`config.mk`:
```
export PLATFORM = sky130hd
export DESIGN_NAME = caravel_clock_ctrl_flat
export DESIGN_NICKNAME = d
export VERILOG_FILES = /design/src/rtl/caravel_clock_ctrl_if.sv /design/src/rtl/caravel_clock_ctrl.sv /design/src/flat_wrapper.sv
export SDC_FILE = /design/constraint.sdc
export NUM_CORES = 1
export LEC_CHECK = 0
export BUFFER_PORTS_ARGS = -buffer_cell sky130_fd_sc_hd__buf_2
export CORE_MARGIN = 5
export CORE_UTILIZATION = 35
export DETAILED_ROUTE_END_ITERATION = 6
export PLACE_DENSITY = 0.54
export SYNTH_ARGS = -nofsm -noshare
export SYNTH_HDL_FRONTEND = slang
export SYNTH_SLANG_ARGS = --single-unit
```
`constraint.sdc`:
```
create_clock -name ext_clk -period 2.35 [get_ports ext_clk]
set_input_delay 0.1175 -clock ext_clk [delete_from_list [all_inputs] [get_ports ext_clk]]
set_output_delay 0.1175 -clock ext_clk [all_outputs]
set_load 0.02 [all_outputs]
```
`src/rtl/caravel_clock_ctrl_if.sv`:
```
`default_nettype none
// ============================================================================
// caravel_clock_ctrl_if : configuration request channel (valid/ready + fields)
// Rev 1.0
// ============================================================================
interface caravel_clock_ctrl_if;
  logic       cfg_valid;
  logic       cfg_ready;
  logic       cfg_use_pll;
  logic [2:0] cfg_sel;
  logic [2:0] cfg_sel2;

  modport master (
    output cfg_valid,
    output cfg_use_pll,
    output cfg_sel,
    output cfg_sel2,
    input  cfg_ready
  );

  modport slave (
    input  cfg_valid,
    input  cfg_use_pll,
    input  cfg_sel,
    input  cfg_sel2,
    output cfg_ready
  );
endinterface
`default_nettype wire

```
`src/rtl/caravel_clock_ctrl.sv`:
```
`default_nettype none
// ============================================================================
// caravel_clock_ctrl : ext_clk / PLL source sequencer with glitch-safe dividers
// Rev 1.0
// ============================================================================
module caravel_clock_ctrl #(
  parameter int LOCK_CYCLES    = 16,
  parameter int SETTLE_CYCLES  = 4,
  parameter int TIMEOUT_CYCLES = 1024,
  parameter int CNT_W          = 11
) (
  input  logic                ext_clk,
  input  logic                resetb,
  input  logic                pll_lock,
  input  logic                fail_clr,
  caravel_clock_ctrl_if.slave cfg,
  output logic                ext_clk_sel,
  output logic [2:0]          sel,
  output logic [2:0]          sel2,
  output logic                pll_active,
  output logic                pll_fail
);

  typedef enum logic [2:0] {
    IDLE_EXT  = 3'd0,
    WAIT_LOCK = 3'd1,
    SETTLE    = 3'd2,
    RUN_PLL   = 3'd3,
    DRAIN     = 3'd4
  } state_t;

  localparam logic [CNT_W-1:0] c_lock_last   = CNT_W'(LOCK_CYCLES - 1);
  localparam logic [CNT_W-1:0] c_settle_last = CNT_W'(SETTLE_CYCLES - 1);
  localparam logic [CNT_W-1:0] c_tmo_last    = CNT_W'(TIMEOUT_CYCLES - 1);

  state_t           r_state;
  logic             r_sync1;
  logic             r_lock_s;
  logic [CNT_W-1:0] r_lock_cnt;
  logic [CNT_W-1:0] r_tmo_cnt;
  logic [CNT_W-1:0] r_set_cnt;
  logic             r_req_use_pll;
  logic [2:0]       r_req_sel;
  logic [2:0]       r_req_sel2;
  logic             w_accept;

  assign w_accept = cfg.cfg_valid & cfg.cfg_ready;

  always_ff @(posedge ext_clk or negedge resetb) begin
    if (!resetb) begin
      r_state       <= IDLE_EXT;
      r_sync1       <= 1'b0;
      r_lock_s      <= 1'b0;
      r_lock_cnt    <= '0;
      r_tmo_cnt     <= '0;
      r_set_cnt     <= '0;
      r_req_use_pll <= 1'b0;
      r_req_sel     <= 3'd0;
      r_req_sel2    <= 3'd0;
      ext_clk_sel   <= 1'b1;
      sel           <= 3'd0;
      sel2          <= 3'd0;
      pll_active    <= 1'b0;
      pll_fail      <= 1'b0;
      cfg.cfg_ready <= 1'b1;
    end else begin
      r_sync1  <= pll_lock;
      r_lock_s <= r_sync1;
      // Any later set of pll_fail in this cycle overrides the clear.
      if (fail_clr) pll_fail <= 1'b0;

      unique case (r_state)
        IDLE_EXT: begin
          if (w_accept) begin
            sel  <= cfg.cfg_sel;
            sel2 <= cfg.cfg_sel2;
            if (cfg.cfg_use_pll) begin
              r_state       <= WAIT_LOCK;
              cfg.cfg_ready <= 1'b0;
              r_lock_cnt    <= '0;
              r_tmo_cnt     <= '0;
            end
          end
        end

        WAIT_LOCK: begin
          if (r_lock_s && (r_lock_cnt == c_lock_last)) begin
            r_state    <= SETTLE;
            r_lock_cnt <= '0;
            r_tmo_cnt  <= '0;
            r_set_cnt  <= '0;
          end else if (r_tmo_cnt == c_tmo_last) begin
            pll_fail      <= 1'b1;
            r_state       <= IDLE_EXT;
            cfg.cfg_ready <= 1'b1;
            r_lock_cnt    <= '0;
            r_tmo_cnt     <= '0;
          end else begin
            r_lock_cnt <= r_lock_s ? r_lock_cnt + 1'b1 : '0;
            r_tmo_cnt  <= r_tmo_cnt + 1'b1;
          end
        end

        SETTLE: begin
          if (!r_lock_s) begin
            r_state    <= WAIT_LOCK;
            r_lock_cnt <= '0;
            r_tmo_cnt  <= '0;
          end else if (r_set_cnt == c_settle_last) begin
            ext_clk_sel   <= 1'b0;
            pll_active    <= 1'b1;
            cfg.cfg_ready <= 1'b1;
            r_state       <= RUN_PLL;
            r_set_cnt     <= '0;
          end else begin
            r_set_cnt <= r_set_cnt + 1'b1;
          end
        end

        RUN_PLL: begin
          if (!r_lock_s) begin
            ext_clk_sel   <= 1'b1;
            pll_active    <= 1'b0;
            pll_fail      <= 1'b1;
            cfg.cfg_ready <= 1'b0;
            r_state       <= WAIT_LOCK;
            r_lock_cnt    <= '0;
            r_tmo_cnt     <= '0;
          end else if (w_accept) begin
            r_req_use_pll <= cfg.cfg_use_pll;
            r_req_sel     <= cfg.cfg_sel;
            r_req_sel2    <= cfg.cfg_sel2;
            ext_clk_sel   <= 1'b1;
            pll_active    <= 1'b0;
            cfg.cfg_ready <= 1'b0;
            r_set_cnt     <= '0;
            r_state       <= DRAIN;
          end
        end

        DRAIN: begin
          // Dividers only move after ext_clk has been selected for the full settle window.
          if (r_set_cnt == c_settle_last) begin
            sel        <= r_req_sel;
            sel2       <= r_req_sel2;
            r_set_cnt  <= '0;
            r_lock_cnt <= '0;
            r_tmo_cnt  <= '0;
            if (r_req_use_pll) begin
              r_state <= WAIT_LOCK;
            end else begin
              r_state       <= IDLE_EXT;
              cfg.cfg_ready <= 1'b1;
            end
          end else begin
            r_set_cnt <= r_set_cnt + 1'b1;
          end
        end

        default: begin
          r_state       <= IDLE_EXT;
          ext_clk_sel   <= 1'b1;
          pll_active    <= 1'b0;
          cfg.cfg_ready <= 1'b1;
        end
      endcase
    end
  end

endmodule
`default_nettype wire

```
`src/flat_wrapper.sv`:
```
// flat-port wrapper written by rule: the top's interface ports become plain ports
module caravel_clock_ctrl_flat 
#(
  parameter int LOCK_CYCLES    = 16,
  parameter int SETTLE_CYCLES  = 4,
  parameter int TIMEOUT_CYCLES = 1024,
  parameter int CNT_W          = 11
)
  (ext_clk, resetb, pll_lock, fail_clr, ext_clk_sel, sel, sel2, pll_active, pll_fail, cfg_cfg_valid, cfg_cfg_use_pll, cfg_cfg_sel, cfg_cfg_sel2, cfg_cfg_ready);
  caravel_clock_ctrl_if cfg_i ();
  input  logic ext_clk;
  input  logic resetb;
  input  logic pll_lock;
  input  logic fail_clr;
  output logic ext_clk_sel;
  output logic [2:0] sel;
  output logic [2:0] sel2;
  output logic pll_active;
  output logic pll_fail;
  input wire logic [$bits(cfg_i.cfg_valid)-1:0] cfg_cfg_valid;
  input wire logic [$bits(cfg_i.cfg_use_pll)-1:0] cfg_cfg_use_pll;
  input wire logic [$bits(cfg_i.cfg_sel)-1:0] cfg_cfg_sel;
  input wire logic [$bits(cfg_i.cfg_sel2)-1:0] cfg_cfg_sel2;
  output wire logic [$bits(cfg_i.cfg_ready)-1:0] cfg_cfg_ready;
  assign cfg_i.cfg_valid = cfg_cfg_valid;
  assign cfg_i.cfg_use_pll = cfg_cfg_use_pll;
  assign cfg_i.cfg_sel = cfg_cfg_sel;
  assign cfg_i.cfg_sel2 = cfg_cfg_sel2;
  assign cfg_cfg_ready = cfg_i.cfg_ready;
  caravel_clock_ctrl #(.LOCK_CYCLES(LOCK_CYCLES), .SETTLE_CYCLES(SETTLE_CYCLES), .TIMEOUT_CYCLES(TIMEOUT_CYCLES), .CNT_W(CNT_W)) u_core (.ext_clk(ext_clk), .resetb(resetb), .pll_lock(pll_lock), .fail_clr(fail_clr), .cfg(cfg_i), .ext_clk_sel(ext_clk_sel), .sel(sel), .sel2(sel2), .pll_active(pll_active), .pll_fail(pll_fail));
endmodule
```
Word-level counts from Yosys, hierarchy flattened

Cells that the tools add are included.

Add/sub/neg operators: 3
Equality and inequality tests: 22
Muxes and demuxes: 56
Bitwise logic cells: 2
Reduce and logical (&&, ||, !) cells: 14

Operator list:

| operator                                                                 | count |
|---|---|
| 11-bit two-way mux                                                       | 14 |
| 11-bit case mux with 4 select lines                                      | 3 |
| 3-bit two-way mux                                                        | 13 |
| 11-bit by 1-bit adder with 11-bit output (second input constant)         | 3 |
| 1-bit two-way mux                                                        | 19 |
| 2-bit by 1-bit inequality test with 1-bit output (second input constant) | 8 |
| 3-bit case mux with 5 select lines                                       | 1 |
| 3-bit case mux with 2 select lines                                       | 2 |
| 11-bit by 10-bit equality test with 1-bit output (second input constant) | 1 |
| 11-bit by 2-bit equality test with 1-bit output (second input constant)  | 1 |
| 11-bit by 4-bit equality test with 1-bit output (second input constant)  | 1 |
| 5-bit AND reduction                                                      | 2 |
| 9-bit AND reduction                                                      | 1 |
| 2-bit inequality test (second input constant)                            | 4 |
| 4-bit nonzero test                                                       | 2 |
| 3-bit by 2-bit equality test with 1-bit output (second input constant)   | 2 |
| 3-bit inequality test (second input constant)                            | 2 |
| 1-bit case mux with 3 select lines                                       | 2 |
| 3-bit AND reduction                                                      | 2 |
| 6-bit AND reduction                                                      | 1 |
| 1-bit case mux with 5 select lines                                       | 1 |
| 4-bit AND reduction                                                      | 1 |
| 3-bit by 1-bit equality test with 1-bit output (second input constant)   | 1 |
| 3-bit equality test (second input constant)                              | 1 |
| 9 further kinds                                                          | 9 |

Register bits after elaboration: 55
Bits of input ports: 12
Output and inout bits: 10
Logic and storage cells: 112

Logic depth before layout (Yosys ltp)

Depth after elaboration: 5
Gate-level depth with buffers: 8
Mapped depth without buffers: 6

Least setup slack after synthesis

OpenSTA, ideal clock, no wires.

Path type: flip-flop to flip-flop
From: reg u_core.r_state[1]
To: reg u_core.r_lock_cnt[9]
Library setup time: 87 ps
Data arrival time: 1910 ps
Data required time: 2263 ps
Slack: 353 ps
Stages on the path, launching flop included: 8
Path buffers: 2
Cells stage by stage: dfrtp_1 -> buf_6 -> or3b_4 -> buf_6 -> a31oi_4 -> nand3_4 -> or4_1 -> o211ai_1

Cells in the longest elaborated chain, start to end: 4
Elaborated cells on any way between the ends: 13

Ends and longest elaborated chain:

| item                                                                                | line                     | RTL |
|---|---|---|
| from (decl)                                                                         | caravel_clock_ctrl.sv:36 | `state_t r_state;` |
| from (signal assigned)                                                              | caravel_clock_ctrl.sv:51 | `r_state <= IDLE_EXT;` |
| from (signal assigned)                                                              | caravel_clock_ctrl.sv:78 | `r_state <= WAIT_LOCK;` |
| from (signal assigned)                                                              | caravel_clock_ctrl.sv:88 | `r_state <= SETTLE;` |
| 3-bit by 2-bit equality test with 1-bit output                                      | caravel_clock_ctrl.sv:72 | `unique case (r_state)` |
| 2-bit OR reduction (no source line)                                                 | n/a                      |  |
| 2-bit inequality test (no source line) / 4-bit nonzero test (equally long branches) | n/a                      |  |
| 5-bit AND reduction (no source line)                                                | n/a                      |  |
| to (signal assigned)                                                                | caravel_clock_ctrl.sv:99 | `r_lock_cnt <= r_lock_s ? r_lock_cnt + 1'b1 : '0;` |
| to (decl)                                                                           | caravel_clock_ctrl.sv:39 | `logic [CNT_W-1:0] r_lock_cnt;` |

Several ways; a longest one is shown, not always the timed one.
A chain may end at the register's enable or synchronous reset.

Final worst setup path

From: reg u_core.r_lock_cnt[9]
To: reg u_core.r_set_cnt[5]

Cells in the longest elaborated chain, start to end: 4

Ends and longest elaborated chain:

| item                                                              | line                      | RTL |
|---|---|---|
| 11-bit by 4-bit equality test with 1-bit output                   | caravel_clock_ctrl.sv:87  | `if (r_lock_s && (r_lock_cnt == c_lock_last)) begin` |
| 1-bit logical AND                                                 | caravel_clock_ctrl.sv:87  |  |
| 2-bit by 1-bit inequality test with 1-bit output (no source line) | n/a                       |  |
| 5-bit AND reduction (no source line)                              | n/a                       |  |
| to (signal assigned)                                              | caravel_clock_ctrl.sv:116 | `r_set_cnt <= r_set_cnt + 1'b1;` |
| to (signal assigned)                                              | caravel_clock_ctrl.sv:156 | `r_set_cnt <= r_set_cnt + 1'b1;` |
| to (decl)                                                         | caravel_clock_ctrl.sv:41  | `logic [CNT_W-1:0] r_set_cnt;` |

Every way passes these cells.

==> results.sh <==
export IMPL_cts_tree="built"
export IMPL_rows=33
export IMPL_ys_ff_latch=55
export IMPL_worstPathArrival_ns=2.34
export IMPL_coreArea_mm2=0.00818
export IMPL_yosys_top_cells_area="dfrtp_1 (45%), o21ai_0 (6.1%), nand2_1 (3.7%)"
export IMPL_die_height_um=102
export IMPL_yosys_area_top_type_share_pct=45.2
export IMPL_wl_mm=6.45
export IMPL_crit_path_start_kind="register"
export IMPL_dr_pass1_iters=7
export IMPL_power_density_mw_per_mm2=638
export IMPL_synth_main_ff_cell="dfrtp_1"
export IMPL_power_leakage_nw=1.41
export IMPL_ant_nets=0
export IMPL_seq_area_frac_synth_pct=47.0
export IMPL_netlist_area_mm2=0.00294
export IMPL_drc_errors=0
export IMPL_synth_nets=324
export IMPL_grt_pass1_vias=2230
export IMPL_cts_sinks=55
export IMPL_critPathRequiredTime_ns=2.54
export IMPL_num_io_pins=22
export IMPL_crit_path_max_fanout=12
export IMPL_cts_buffers=5
export IMPL_reg2reg_depth=4
export IMPL_hold_path_class="in2reg"
export IMPL_timing_final_crit_share_pct=91.5
export IMPL_drt_iter0_markers=123
export IMPL_hold_viol=0
export IMPL_slew_headroom_pct=64.4
export IMPL_n_antenna_cell=0
export IMPL_grt_first_pass_wirelength_mm=11.2
export IMPL_start_util_pct=35.9
export IMPL_fin_nets=352
export IMPL_setup_tns_final_ns=0
export IMPL_cts_buffer_depth=2
export IMPL_reg2reg_to="u_core.r_set_cnt[5]$_DFFE_PN0P_"
export IMPL_clock_latency_ns=0.31
export IMPL_outcome="completed"
export IMPL_wire_per_inst_um=14.6
export IMPL_fill_cells=833
export IMPL_syn2layout_area_growth_pct=11.6
export IMPL_htreeDepth=2
export IMPL_maxCapViolations=0
export IMPL_place_detailed_hpwl_mm=4.46
export IMPL_fmax_ghz=0.465
export IMPL_avgSynthCellArea_um2=9.50
export IMPL_crit_start="u_core.r_lock_cnt[9]$_DFFE_PN0P_"
export IMPL_die_x_um=102
export IMPL_synth_async_sr_flop_share_pct=100
export IMPL_critical_path_class="reg2reg"
export IMPL_grt_ovfl_total=0
export IMPL_timing_rr_start="u_core.r_lock_cnt[9]$_DFFE_PN0P_"
export IMPL_hold_slack_ns=0.0489
export IMPL_die_area_mm2=0.0103
export IMPL_rsz0062_at_grt="no"
export IMPL_synth_most_common_cell="dfrtp_1"
export IMPL_crit_end="u_core.r_set_cnt[5]$_DFFE_PN0P_"
export IMPL_root_buffer="clkbuf_8"
export IMPL_gp_congestion=0.835
export IMPL_yosysUniqueCellTypes=57
export IMPL_clock_skew_ns=0.00847
export IMPL_clk_pin_slew_worst_paths_ns=0.10
export IMPL_grt_max_degree=24
export IMPL_setup_violations_final=0
export IMPL_utilization_pct=40.1
export IMPL_drv_slew=0
export IMPL_ir_drop_v=0.000268
export IMPL_port_buffers=21
export IMPL_grt_util_all_layers_pct=13.5
export IMPL_endpoint_kind="register"
export IMPL_tightest_slew_ns=0.533
export IMPL_post_synth_inst_count=309
export IMPL_routed_via_density=5.30
export IMPL_synth_common_cells="dfrtp_1 (53), o21ai_0 (36), nand2_1 (29)"
export IMPL_synth_top_area_cell="dfrtp_1"
export IMPL_antenna_found_initial=0
export IMPL_drive_gt1_share_pct=19.5
export IMPL_reg2reg_slack_ns=0.20
export IMPL_synth_edff_count=0
export IMPL_yosysWarnings=0
export IMPL_post_route_min_period_ns=2.15
export IMPL_via_count=2348
-- routing by layer --
| layer | routed length [um] | up-vias | GRT usage, % |
|---|---|---|---|
| met2 | 2840 | 43 | 20.0 |
| met4 | 91 | 0 | 3.99 |
| met1 | 3310 | 1120 | 20.2 |
| met5 | 0 | - | 0 |
| met3 | 200 | 5 | 2.34 |
| li1 | - | 1180 | - |
-- report_power, final --
group / switching (mW) / internal, mW / leakage [nW] / total (mW)
clock network: 0.314 / 0.209 / 0.0412 / 0.524
registers: 0.146 / 1.08 / 0.698 / 1.23
logic: 0.192 / 0.149 / 0.675 / 0.341
total: 0.652 / 1.44 / 1.41 / 2.09
-- cell families after synthesis --
kind of cell,synth area share [%]
simple gates,21.0
compound gates,19.6
flops,47.0
buf+inv,4.52
mux,5.41
xor+xnor,1.19
fa+ha+maj,1.28
-- final cells by class --
cell class	count	area (um^2)	share of cell area, %
multi-input combinational	229	1430	43.5
clock buffer	6	72.6	2.21
timing repair buffer	35	215	6.57
clock inverter	2	12.5	0.382
inverter	11	41.3	1.26
tap	105	131	4.01
sequential	55	1380	42.1
-- worst max-delay path, cell delays in order (launching register included) --
cell and delay [ns]:
dfrtp_1 0.43, nor4b_2 0.51, a31oi_4 0.24, a311o_2 0.48
o41ai_1 0.38
-- through the flow --
stage                     area [um^2]  total power, mW  worst slack, ns  instances
after floorplan                  2940             1.44            0.353        309
after global placement           3170             1.57            0.247        433
after detailed placement         3170             1.58            0.230        433
after CTS                        3280             2.11            0.176        443
after global routing             3280             2.23           0.0416        443
final                            3280             2.09            0.201        443
-- flip-flops by register name (all words and copies together) (netlist names) --
register / flops
u_core.cfg.cfg_ready: 1
u_core.ext_clk_sel: 1
u_core.pll_active: 1
u_core.pll_fail: 1
u_core.r_lock_cnt: 11
u_core.r_lock_s: 1
u_core.r_req_sel: 3
u_core.r_req_sel2: 3
u_core.r_req_use_pll: 1
u_core.r_set_cnt: 11
u_core.r_state: 3
u_core.r_sync1: 1
u_core.r_tmo_cnt: 11
u_core.sel: 3
u_core.sel2: 3
-- what timing repair did --
item | 4_1_cts | 5_1_grt
endpoints found under the hold margin | 21 | 0
hold buffers | 2 | 0
buffers inserted | 0 | 0
gates resized for setup | 0 | 0
-- worst min-delay path by stage --
stage	end	start	cells after the start	slack, ns
floorplan	u_core.pll_active$_DFFE_PN0P_	resetb	0	-0.18
global placement	u_core.r_lock_cnt[1]$_DFFE_PN0P_	resetb	1	0.14
detailed placement	u_core.r_lock_cnt[1]$_DFFE_PN0P_	resetb	1	0.14
CTS	u_core.r_req_sel[0]$_DFFE_PN0P_	cfg_cfg_sel[0]	2	0.04
global route	u_core.r_req_sel[2]$_DFFE_PN0P_	cfg_cfg_sel[2]	2	0.05
finish	u_core.r_req_sel[0]$_DFFE_PN0P_	cfg_cfg_sel[0]	2	0.05
-- layout by cell type (no fill, tap or decap), types with 3 or more instances in the layout --
master     n
ha_1       3
nand3_1   13
nor2b_1    5
buf_2     21
a31oi_1    3
nand4_1    3
dfrtp_1   53
o31ai_1    7
nor3_1    10
inv_1     11
clkbuf_8   5
and3_1     8
a31o_2     4
a21oi_1   18
mux2_2     7
xnor2_1    4
buf_4     12
mux2i_1    8
nand2_1   29
o21ai_0   36
nand2b_1   3
nor2_1    22
o22ai_1    5
or3_1      3
Power figures use the tool's default switching activity.
